File: src/rtl/alu_req_arbiter.sv
// alu_req_arbiter: shares one ALU among NUM_REQ requesters.
//  - Picks one requester through a valid/ready handshake.
//  - Drives the ALU operand bus from registers.
//  - Samples the ALU results ALU_LAT edges later.
//  - Returns them, tagged with the requester id, on a valid/ready response port.
// Configuration macro: ALU_ARB_FIXED_PRIO_EN
//  - defined:   fixed priority, the lowest asserted index wins.
//  - undefined: round-robin (the default).
`timescale 1ns/1ps

module alu_req_arbiter #(
  parameter  int NUM_REQ = 4,
  parameter  int ALU_LAT = 1,
  localparam int IDW     = $clog2(NUM_REQ)
) (
  input  logic                 clk,
  input  logic                 rst,          // asynchronous, active-low
  // requester side
  input  logic [NUM_REQ-1:0]   req_valid,
  output logic [NUM_REQ-1:0]   req_ready,
  input  logic [4*NUM_REQ-1:0] req_op_code,
  input  logic [8*NUM_REQ-1:0] req_src1,
  input  logic [8*NUM_REQ-1:0] req_src2,
  input  logic [8*NUM_REQ-1:0] req_src3,
  input  logic [NUM_REQ-1:0]   req_srcCy,
  input  logic [NUM_REQ-1:0]   req_srcAc,
  input  logic [NUM_REQ-1:0]   req_bit_in,
  // ALU operand bus
  output logic [3:0]           alu_op_code,
  output logic [7:0]           alu_src1,
  output logic [7:0]           alu_src2,
  output logic [7:0]           alu_src3,
  output logic                 alu_srcCy,
  output logic                 alu_srcAc,
  output logic                 alu_bit_in,
  // ALU results
  input  logic [7:0]           alu_des1,
  input  logic [7:0]           alu_des2,
  input  logic [7:0]           alu_des_acc,
  input  logic                 alu_desCy,
  input  logic                 alu_desAc,
  input  logic                 alu_desOv,
  // status and response side
  output logic                 busy,
  output logic                 rsp_valid,
  input  logic                 rsp_ready,
  output logic [IDW-1:0]       rsp_id,
  output logic [7:0]           rsp_des1,
  output logic [7:0]           rsp_des2,
  output logic [7:0]           rsp_des_acc,
  output logic [2:0]           rsp_flags
);

  typedef enum logic [1:0] {
    ST_IDLE = 2'd0,
    ST_WAIT = 2'd1,
    ST_RESP = 2'd2
  } state_t;

  state_t         r_state;
  state_t         w_state_nxt;
  logic [3:0]     r_cnt;
  logic [IDW-1:0] r_id;

  logic [3:0]     r_alu_op_code;
  logic [7:0]     r_alu_src1;
  logic [7:0]     r_alu_src2;
  logic [7:0]     r_alu_src3;
  logic           r_alu_srcCy;
  logic           r_alu_srcAc;
  logic           r_alu_bit_in;

  logic           r_rsp_valid;
  logic [7:0]     r_rsp_des1;
  logic [7:0]     r_rsp_des2;
  logic [7:0]     r_rsp_des_acc;
  logic [2:0]     r_rsp_flags;

  logic           w_grant_vld;
  logic [IDW-1:0] w_grant_idx;
  logic           w_accept;
  logic           w_done;
  logic           w_retire;

  logic [3:0]     w_sel_op_code;
  logic [7:0]     w_sel_src1;
  logic [7:0]     w_sel_src2;
  logic [7:0]     w_sel_src3;
  logic           w_sel_srcCy;
  logic           w_sel_srcAc;
  logic           w_sel_bit_in;

  // ---------------------------------------------------------------------------
  // Arbitration
  // ---------------------------------------------------------------------------
`ifdef ALU_ARB_FIXED_PRIO_EN
  // Fixed priority: scan from the top index down, so the lowest asserted index wins.
  always_comb begin
    // NOTE: every variable gets a default first, so no path leaves it unassigned and no latch is inferred.
    w_grant_vld = 1'b0;
    w_grant_idx = '0;
    for (int i = NUM_REQ - 1; i >= 0; i--) begin
      if (req_valid[i]) begin
        w_grant_vld = 1'b1;
        w_grant_idx = IDW'(i);
      end
    end
  end
`else
  logic [IDW-1:0] r_ptr;

  // Round-robin: the first valid index after the last winner, wrapping modulo NUM_REQ.
  //  - Offsets are scanned from far to near, so the nearest valid requester wins.
  always_comb begin
    int idx;
    // NOTE: every variable gets a default first, so no path leaves it unassigned and no latch is inferred.
    w_grant_vld = 1'b0;
    w_grant_idx = '0;
    idx         = 0;
    for (int off = NUM_REQ; off >= 1; off--) begin
      idx = int'(r_ptr) + off;
      if (idx >= NUM_REQ) idx = idx - NUM_REQ;
      if (req_valid[idx]) begin
        w_grant_vld = 1'b1;
        w_grant_idx = IDW'(idx);
      end
    end
  end

  // Pointer register: remembers the last winner.
  //  - Its reset value NUM_REQ-1 makes requester 0 the first to win.
  always_ff @(posedge clk or negedge rst) begin
    if (!rst) begin
      r_ptr <= IDW'(NUM_REQ - 1);
    end else if (w_accept) begin
      r_ptr <= w_grant_idx;
    end
  end
`endif

  assign w_accept = (r_state == ST_IDLE) && w_grant_vld;
  assign w_done   = (r_state == ST_WAIT) && (r_cnt == 4'd1);
  assign w_retire = (r_state == ST_RESP) && rsp_ready;

  // Ready is one-hot on the winner, and only while IDLE and out of reset.
  always_comb begin
    req_ready = '0;
    if (rst && (r_state == ST_IDLE) && w_grant_vld) begin
      req_ready[w_grant_idx] = 1'b1;
    end
  end

  // Operand mux: slices out the winning requester's packed operand fields.
  always_comb begin
    int gi;
    gi            = int'(w_grant_idx);
    w_sel_op_code = req_op_code[4*gi +: 4];
    w_sel_src1    = req_src1[8*gi +: 8];
    w_sel_src2    = req_src2[8*gi +: 8];
    w_sel_src3    = req_src3[8*gi +: 8];
    w_sel_srcCy   = req_srcCy[gi];
    w_sel_srcAc   = req_srcAc[gi];
    w_sel_bit_in  = req_bit_in[gi];
  end

  // ---------------------------------------------------------------------------
  // Control FSM
  // ---------------------------------------------------------------------------
  // State register.
  always_ff @(posedge clk or negedge rst) begin
    if (!rst) begin
      r_state <= ST_IDLE;
    end else begin
      // NOTE: sequential state uses non-blocking assignment, so every register samples pre-edge values.
      r_state <= w_state_nxt;
    end
  end

  // Next-state logic.
  //  - RESP returns to IDLE without accepting, so back-to-back ops are ALU_LAT+2 cycles apart.
  always_comb begin
    w_state_nxt = r_state;
    unique case (r_state)
      ST_IDLE: if (w_grant_vld) w_state_nxt = ST_WAIT;
      ST_WAIT: if (r_cnt == 4'd1) w_state_nxt = ST_RESP;
      ST_RESP: if (rsp_ready) w_state_nxt = ST_IDLE;
      default: w_state_nxt = ST_IDLE;
    endcase
  end

  // Latency counter: loaded on accept, counts down while waiting on the ALU.
  always_ff @(posedge clk or negedge rst) begin
    if (!rst) begin
      r_cnt <= 4'd0;
    end else if (w_accept) begin
      r_cnt <= 4'(ALU_LAT);
    end else if (r_state == ST_WAIT) begin
      r_cnt <= r_cnt - 4'd1;
    end
  end

  // ---------------------------------------------------------------------------
  // Datapath
  // ---------------------------------------------------------------------------
  // Operand registers and served id.
  //  - Loaded only on accept, so the ALU bus holds its last values between ops.
  always_ff @(posedge clk or negedge rst) begin
    if (!rst) begin
      // NOTE: these datapath registers are reset on purpose; the ALU bus must read zero during reset.
      r_alu_op_code <= 4'd0;
      r_alu_src1    <= 8'd0;
      r_alu_src2    <= 8'd0;
      r_alu_src3    <= 8'd0;
      r_alu_srcCy   <= 1'b0;
      r_alu_srcAc   <= 1'b0;
      r_alu_bit_in  <= 1'b0;
      r_id          <= '0;
    end else if (w_accept) begin
      r_alu_op_code <= w_sel_op_code;
      r_alu_src1    <= w_sel_src1;
      r_alu_src2    <= w_sel_src2;
      r_alu_src3    <= w_sel_src3;
      r_alu_srcCy   <= w_sel_srcCy;
      r_alu_srcAc   <= w_sel_srcAc;
      r_alu_bit_in  <= w_sel_bit_in;
      r_id          <= w_grant_idx;
    end
  end

  // Response registers.
  //  - Results are captured on the last WAIT edge and held stable through RESP.
  always_ff @(posedge clk or negedge rst) begin
    if (!rst) begin
      r_rsp_valid   <= 1'b0;
      r_rsp_des1    <= 8'd0;
      r_rsp_des2    <= 8'd0;
      r_rsp_des_acc <= 8'd0;
      r_rsp_flags   <= 3'd0;
    end else if (w_done) begin
      r_rsp_valid   <= 1'b1;
      r_rsp_des1    <= alu_des1;
      r_rsp_des2    <= alu_des2;
      r_rsp_des_acc <= alu_des_acc;
      r_rsp_flags   <= {alu_desOv, alu_desAc, alu_desCy};
    end else if (w_retire) begin
      r_rsp_valid   <= 1'b0;
    end
  end

  assign alu_op_code = r_alu_op_code;
  assign alu_src1    = r_alu_src1;
  assign alu_src2    = r_alu_src2;
  assign alu_src3    = r_alu_src3;
  assign alu_srcCy   = r_alu_srcCy;
  assign alu_srcAc   = r_alu_srcAc;
  assign alu_bit_in  = r_alu_bit_in;

  assign busy        = (r_state != ST_IDLE);
  assign rsp_valid   = r_rsp_valid;
  assign rsp_id      = r_id;
  assign rsp_des1    = r_rsp_des1;
  assign rsp_des2    = r_rsp_des2;
  assign rsp_des_acc = r_rsp_des_acc;
  assign rsp_flags   = r_rsp_flags;

endmodule

File: config.mk
export PLATFORM = sky130hd
export DESIGN_NAME = alu_req_arbiter
export DESIGN_NICKNAME = d
export VERILOG_FILES = /design/src/rtl/alu_req_arbiter.sv
export SDC_FILE = /design/constraint.sdc
export NUM_CORES = 1
export LEC_CHECK = 0
export BUFFER_PORTS_ARGS = -buffer_cell sky130_fd_sc_hd__buf_2
export CAP_MARGIN = 30
export CORE_AREA = 2 2 107 109
export CTS_CLUSTER_DIAMETER = 120
export DETAILED_ROUTE_END_ITERATION = 7
export DIE_AREA = 0 0 109 111
export PLACE_DENSITY_LB_ADDON = 0.25
export SYNTH_ARGS = -nofsm -noshare
export SYNTH_HDL_FRONTEND = slang
export SYNTH_SLANG_ARGS = --single-unit
File: constraint.sdc
create_clock -name clk -period 2.1 [get_ports clk]
set_input_delay 0.315 -clock clk [delete_from_list [all_inputs] [get_ports clk]]
set_output_delay 0.315 -clock clk [all_outputs]
set_load 0.05 [all_outputs]
Word level (Yosys, flattened, before mapping)
Index checks and enable logic that the tools add are counted.
Widths: inputs -> output; s select.

storage, ports and cells
  flip-flop bits (word level) = 69
  input bits = 158
  output and inout bits = 66

operators by class
  add/subtract/negate cells = 9
  order comparisons = 11
  equal/unequal tests = 6
  shifts and indexed selects = 4
  mux-type cells = 41
  reduce and logical (&&, ||, !) cells = 11

operator list
  kind                 number
  $lt 32x4->1 const B  4
  $mux 32              4
  $shiftx 32x6->8      3
  $mux 1               18
  $shiftx 16x5->4      1
  $bmux 1 s2           7
  $mux 2               7
  $mux 4               3
  $sub 3x3->4 const B  3
  $ge 3x3->1 const B   3
  $add 2x2->3 const B  2
  $logic_and 1x1->1    6
  $lt 2x3->1 const B   2
  $pmux 2 s3           1
  $reduce_bool 2->1    3
  $sub 4x3->5 const B  1
  $add 2x3->4 const B  1
  $eq 4x1->1 const B   1
  $ge 4x3->1 const B   1
  $ne 2x2->1 const B   2
  $sub 4x1->4 const B  1
  $add 2x1->3 const B  1
  $reduce_and 3->1     1
  $demux 1 s2          1
  other kinds (5)      5

Longest topological paths before layout
Gate-level depths: netlist of run 1.

  word-level depth = 15
  mapped depth = 6

Worst setup path after synthesis of run 1
Ideal clock, no wire load.

  path type = register to output
  from = register r_state[1]
  to = output port req_ready[0]
  data arrival time = 2.062 ns
  required time = 1.785 ns
  path slack = -0.277 ns
  cell stages (with the launch flop) = 5
  cells stage by stage = dfrtp_1 or2_1 a21oi_1 nand3_1 nor2_1

between the ends
  word-level cells in the longest chain between the ends = 4

RTL lines
  what                             line  RTL
  start: declaration               60    state_t r_state;
  start signal: assignment         175   r_state <= w_state_nxt;
  $logic_not 2->1                  148   if (rst && (r_state == ST_IDLE) && w_grant_vld) begin
  $logic_and 1x1->1 (2 in series)  148
  $mux 4                           148
  end: declaration                 20    output logic [NUM_REQ-1:0] req_ready,

No other way between the ends.

Worst setup path in the final report of run 1
  from = register r_ptr[0]
  to = register r_alu_src1[1], in the netlist alu_src1[1]

between the ends
  word-level cells in the longest chain between the ends = 11

RTL lines
  what                                                         line      RTL
  start: declaration                                           110       logic [IDW-1:0] r_ptr;
  start signal: assignment                                     134       r_ptr <= IDW'(NUM_REQ - 1);
  start signal: assignment                                     136       r_ptr <= w_grant_idx;
  $add 2x3->4                                                  121       idx = int'(r_ptr) + off;
  $sub 4x3->5 / $ge 4x3->1 (equally long branches)             122       if (idx >= NUM_REQ) idx = idx - NUM_REQ;
  $mux 32                                                      122
  $bmux 1 s2                                                   123       if (req_valid[idx]) begin
  $mux 1 (implied by the code) (2 in series)                   123
  $mux 2 / $mux 1 (equally long branches) (4 in series)        123
  $shiftx 32x6->8 / $logic_and 1x1->1 (equally long branches)  158, 141
  end signal: assignment                                       220       r_alu_src1 <= w_sel_src1;
  end: declaration                                             66        logic [7:0] r_alu_src1;

Several ways; a longest one is shown, not always the timed one. The select of a mux whose other input is x is not followed.
A chain may end at the register's enable or synchronous reset.

==> impl_results.md, run 1 <==
- CP Class: reg2reg
- Initial antenna violation count: 0
- Design area: 0.00586 mm²
- Final setup fails: 30
- Max-cap check violation count: 0
- # diodes: 0
- Std-Cell Rows: 39
- Final Hold Fails: 0
- Synth Register Bits: 69
- Worst Setup Start Kind: flop
- Wire length on met1: 5290 µm
- TritonCTS Sinks: 69
- Total GRT Usage: 0.215
- CP startpoint: r_ptr[0]
- CTS Buffer Depth: 2
- Met3 WL post-DR: 892 µm
- Core area: 0.0111 mm²
- Fmax: 452 MHz
- Synth cell count leaders: dfrtp_1 (67), a21oi_1 (35), mux2_2 (32)
- Layout overhead on the synthesized area: 55.2%
- Syn avg cell area: 10.9 µm²
- Largest cells by area after synthesis: dfrtp_1 (44%), mux2_2 (9.5%), a221o_1 (8.2%)
- Vias in the first global route: 4,003
- DP Area: 0.00518 mm²
- Hold Crit Class: in2reg
- Post-Route WL: 13,100 µm
- Reg2reg path depth: 7
- Hold_sp: alu_des_acc[2]
- Post-CTS Hold Buffers: 0
- TritonCTS clock tree: done
- Wire per inst: 17.9 µm
- Post-detail-place hpwl: 9110 µm
- Fin crit share: 1.05
- Capturing point of the worst reg2reg path: alu_src1[1]
- Fin crit period: 2.21 ns
- WHS: 0.218 ns
- Detailed Routing Iterations Pass 1: 4
- Failing checks: setup timing
- Capture point of the worst path: alu_src1[1]
- Skew final: 0.00444 ns
- P_leak: 2.91 nW
- Count leader, synth: dfrtp_1
- Final worst setup slack: -0.111 ns
- Asr flop ratio synth: 1.00
- Remaining DRCs: 0
- Routed Antenna Nets: 0
- Port Buffers: 223
- Reg2Reg Setup Slack: -0.11 ns
- Critical Path RT: 2.31 ns
- CP Max Fanout: 6
- Pre-CTS setup slack: -0.0998 ns
- First DRT Iteration DRCs: 188
- Routability cong.: 0.776
- # nets final: 744
- Via Count: 3,910
- Initial Util: 0.341
- Clk_lat worst skew: 0.32 ns
- Die Span Y: 111 µm
- Synth area leader: dfrtp_1
- Yosys Warn Count: 0
- Slew margin rel.: 0.411
- Synthesized instance count: 348
- Status: finished, violations left
- Slew Viols, Final: 0
- CTS root buf: clkbuf_16
- Maximum vdd drop: 907 µV
- Worst r2r src: r_ptr[0]
- Clock transition at path regs: 0.06 ns
- Io pins: 224
- Synthesized Nets: 508
- Post-synth EDFFs: 0
- H-tree levels: 3
- Synth cell types: 34
- Slew @ Worst Pin: 0.883 ns
- Power Density: 1760 mW/mm²
- Top FF cell, synth: dfrtp_1
- CTS Buf Count: 9
- GRT overflow: 0
- Critical Path Sink Type: flop
- Via density: 5.35
- Layout fillers: 1,030
- Synth Cell Area: 0.00378 mm²
- Top layer in use: met4
- Critical path arrival: 2.42 ns
- Sequential element share of the synthesized area: 0.458
- Synth top area share: 0.444
- Met2 routed WL: 6610 µm
- First-pass GRT wire length: 20,200 µm
- Share of layout cells above drive strength 1: 0.592
- Full die area: 0.0121 mm²
- RSZ-0062 raised after global routing: yes
- Pin count of the biggest net entering global routing: 70
- Die Width: 109 µm
==> cells by family (layout without fill, tap and decap cells) <==
logic type,after synthesis,after routing,synth area share
XOR/XNOR,2,2,0.00464
adder cells (fa/ha/maj),2,2,0.00663
AO/OA/AOI/OAI,114,114,0.218
flip-flops,69,69,0.458
buffers and inverters,36,276,0.0388
multiplexers,58,58,0.173
AND/OR/NAND/NOR,67,67,0.101
==> how the worst min path moves through the flow <==
| stage | to | cells past startpoint |
|---|---|---|
| 3_5_place_dp | rsp_id[1] | 1 |
| 2_1_floorplan | alu_bit_in | 0 |
| 4_1_cts | rsp_des2[5] | 2 |
| 6_report | rsp_des_acc[2] | 2 |
| 5_1_grt | rsp_des_acc[0] | 2 |
| 3_3_place_gp | rsp_id[1] | 1 |
==> sequential cells by signal (all words and copies together), names as in the netlist <==
name / cells
alu_bit_in: 1
alu_op_code: 4
alu_src1: 8
alu_src2: 8
alu_src3: 8
alu_srcAc: 1
alu_srcCy: 1
r_cnt: 4
r_ptr: 2
r_state: 2
rsp_des1: 8
rsp_des2: 8
rsp_des_acc: 8
rsp_flags: 3
rsp_id: 2
rsp_valid: 1
==> cell usage in the layout, fill, tap and decap left out, drive strengths merged, types with 2 or more instances in the layout <==
cell	n
nor3	2
dfrtp	67
mux2	58
a221o	31
a21o	4
nand2b	3
nand3	5
o31ai	31
nor2b	2
nor3b	2
dfstp	2
inv	4
nand4	31
o21a	2
o21ai	9
nand2	4
nor2	15
ha	2
buf	257
clkinvlp	2
or2	2
a21oi	36
clkbuf	10
clkinv	2
==> report_power, final <==
| part | internal (W) | switching (W) | leakage [nW] | total, W |
|---|---|---|---|---|
| clock network | 0.000912 | 0.000578 | 0.138 | 0.00149 |
| registers | 0.00201 | 0.000370 | 0.827 | 0.00238 |
| logic | 0.00235 | 0.00411 | 1.94 | 0.00645 |
==> critical path: stages (launching register included) <==
cell	delay, ns
dfstp_2	0.52
and2b_1	0.19
o21a_2	0.22
nor3_4	0.16
buf_6	0.19
clkbuf_16	0.17
mux2_1	0.32
a221o_1	0.31
==> final cells by class <==
class | instances | area [µm²] | area share
tap | 143 | 179 | 0.0305
clock inverter | 6 | 63.8 | 0.0109
clock buffer | 9 | 225 | 0.0384
inverter | 3 | 11.3 | 0.00192
timing repair buffer | 258 | 1520 | 0.259
multi-input combinational | 243 | 2130 | 0.364
sequential | 69 | 1730 | 0.295
==> stage by stage <==
stage,total power (W),cells,setup TNS [ns],util
detailed placement,0.00827,706,-1.92,0.468
global route,0.0109,731,-3.75,0.529
floorplan,0.00665,348,-3.49,-
CTS,0.0102,728,-1.72,0.516
finish,0.0103,731,-1.69,0.529
global placement,0.00815,706,-0.987,0.468
==> what timing repair did <==
item / CTS / global route
pin swaps: 17 / 19
endpoints found under the setup margin: 35 / 35
buffers inserted: 5 / 2
resized for setup: 41 / 22
cloned: 2 / 1
==> per-layer routing <==
layer / GRT usage / vias up
li1: - / 1834
met4: 0.0855 / 0
met1: 0.268 / 1887
met5: 0 / -
met2: 0.363 / 168
met3: 0.0412 / 21
(Power assumes the default switching activity.)
==> run 2: changes to the inputs <==
- CAP_MARGIN: 30 -> 15
- CELL_PAD_IN_SITES_DETAIL_PLACEMENT: default -> 0
- CELL_PAD_IN_SITES_GLOBAL_PLACEMENT: default -> 1
- CORE_AREA: 2 2 107 109 -> 2 2 118 120
- DIE_AREA: 0 0 109 111 -> 0 0 120 122
==> run 2 against run 1 <==
Die area is 21% higher; the run still ends with setup timing left; hold slack got worse by 0.0074 ns; critical endpoint is now alu_src2[0]; final cell count up 5.5%; sequential power is essentially flat; worst setup slack got worse by 0.027 ns; clock skew up 0.0054 ns.
==> impl_results.md, run 2 (synthesis gave the netlist of run 1 again) <==
- Non-filler instance count after layout: 771
- Total GRT Usage: 0.181
- Placed Cells: 748
- CTS Buf Count: 9
- Layout fillers: 1,331
- Clk_lat worst skew: 0.34 ns
- Io pins: 224
- Skew final: 0.00982 ns
- Met1 usage: 0.223
- Critical Path Sink Type: flop
- TritonCTS clock tree: done
- CTS Buffer Depth: 2
- Slew margin rel.: 0.472
- CP max stage delay: 0.53 ns
- Via density: 5.11
- Hold Crit Class: in2reg
- Post-detail-place hpwl: 9610 µm
- Critical Path RT: 2.31 ns
- Slowest CP cell: dfstp_2
- Layout overhead on the synthesized area: 56.6%
- Std-Cell Rows: 43
- Maximum vdd drop: 526 µV
- Vias in the first global route: 3,976
- First-pass GRT wire length: 20,600 µm
- Commonest non-fill, non-tap cell in the layout: buf_2
- Die Width: 120 µm
- Detailed Routing Iterations Pass 1: 5
- # nets final: 745
- M2 GR Usage: 0.308
- Initial antenna violation count: 1
- Remaining DRCs: 0
- Most used routing layer in global routing: met2
- Critical path arrival: 2.45 ns
- Seq. cell area: 0.00173 mm²
- Max-cap check violation count: 0
- GRT overflow: 0
- Setup TNS Final: -2.19 ns
- Slew Viols, Final: 0
- CP Max Fanout: 15
- Total power: 0.0105 W
- Via Count: 3,939
- Routed Antenna Nets: 0
- Final worst setup slack: -0.139 ns
- Crit-path cells: and2b_1 -> o21a_2 -> nor3_4 -> buf_4 -> buf_12 -> mux2_2 -> a221o_1
- Pre-CTS setup slack: -0.0996 ns
- TritonCTS Sinks: 69
- H-tree levels: 3
- Family with the most delay on the worst path: compound AO/OA/AOI/OAI gates
- Worst Setup Start Kind: flop
- GR Util met3: 0.0524
- Die Span Y: 122 µm
- First DRT Iteration DRCs: 260
- Pin count of the biggest net entering global routing: 60
- CP Class: reg2reg
- CTS root buf: clkbuf_16
- Post-Route WL: 13,700 µm
- Bufs and invs on worst path: 2
- Core area: 0.0135 mm²
- Final setup fails: 35
- Share of layout cells above drive strength 1: 0.595
- RSZ-0062 raised after global routing: yes
- Power Density: 1770 mW/mm²
- Most frequent cells in the layout: buf_2 (218), dfrtp_1 (67), a21oi_1 (34)
- Final Hold Fails: 0
- Failing checks: setup timing
- Multi-input gate area in the final layout: 0.00210 mm²
- Fin crit period: 2.24 ns
- Slew @ Worst Pin: 0.792 ns
- Fmax: 447 MHz
- Routability cong.: 0.759
- Port Buffers: 223
- Initial Util: 0.280
- P_leak: 2.93 nW
- Full die area: 0.0146 mm²
- Wire per inst: 17.7 µm
- Status: finished, violations left
- Clock transition at path regs: 0.06 ns
- Fin crit share: 1.07
run 2: cell count changes in the layout (fill, tap and decap cells not counted), sizes merged:
cell | before | now
bufinv | 1 | 2
clkinv | 2 | 0
clkinvlp | 2 | 1
diode | 0 | 1
dlygate4sd3 | 0 | 1
inv | 4 | 7
run 2: layer usage:
| layer | share of wire | wire, µm |
|---|---|---|
| met3 | 0.092 | 1250 |
| met4 | 0.0096 | 131 |
| met5 | 0 | 0 |
| met2 | 0.48 | 6540 |
| met1 | 0.42 | 5760 |
run 2: cell type report:
class                   count  share of cell area
diodes                      1            0.000423
clock buffers               9              0.0381
clock inverters             7              0.0174
inverters                   3             0.00190
multi-input cells         243               0.356
flip-flops and latches     69               0.292
well taps                 180              0.0381
repair buffers            259               0.256
run 2: path summary, 6_finish.rpt:
check | startpoint | slack, ns | endpoint | depth (start not counted)
max in group asynchronous | rst | 0.66 | rsp_des_acc[1] | 3
hold / removal | alu_des1[5] | 0.21 | rsp_des1[5] | 2
setup / recovery | r_ptr[0] | -0.14 | alu_src2[0] | 7
min in group asynchronous | rst | 0.40 | alu_src2[5] | 2
hold reg to reg | rsp_id[1] | 0.48 | rsp_id[1] | 1
setup reg to reg | r_ptr[0] | -0.14 | alu_src2[0] | 7
run 2: metrics by stage:
stage	util	hold slack [ns]	area, µm²
3_3_place_gp	0.391	0.178	5280
4_1_cts	0.429	0.201	5800
6_report	0.438	0.211	5910
5_1_grt	0.438	0.207	5910
3_5_place_dp	0.391	0.181	5280
2_1_floorplan	-	0.0194	3790
run 2: power by group:
group          total (W)  switching (W)  internal [W]
clock network    0.00168       0.000625       0.00106
logic            0.00640        0.00410       0.00230
registers        0.00238       0.000366       0.00201
total             0.0105        0.00509       0.00537
run 2: worst reg2reg max path, delay by kind of cell (launching register included):
family | cells | cell delay [ns]
buf+inv | 2 | 0.32
flops | 1 | 0.53
mux | 1 | 0.36
simple gates | 2 | 0.36
compound gates | 2 | 0.56
run 2: repair_timing:
action                                  CTS  global route
pin swaps                                 9            14
endpoints found under the setup margin   35            35
cloned                                    0             1
hold buffers                              1             0
resized for setup                        42            19
setup buffers                             4             1
endpoints found under the hold margin     8             0
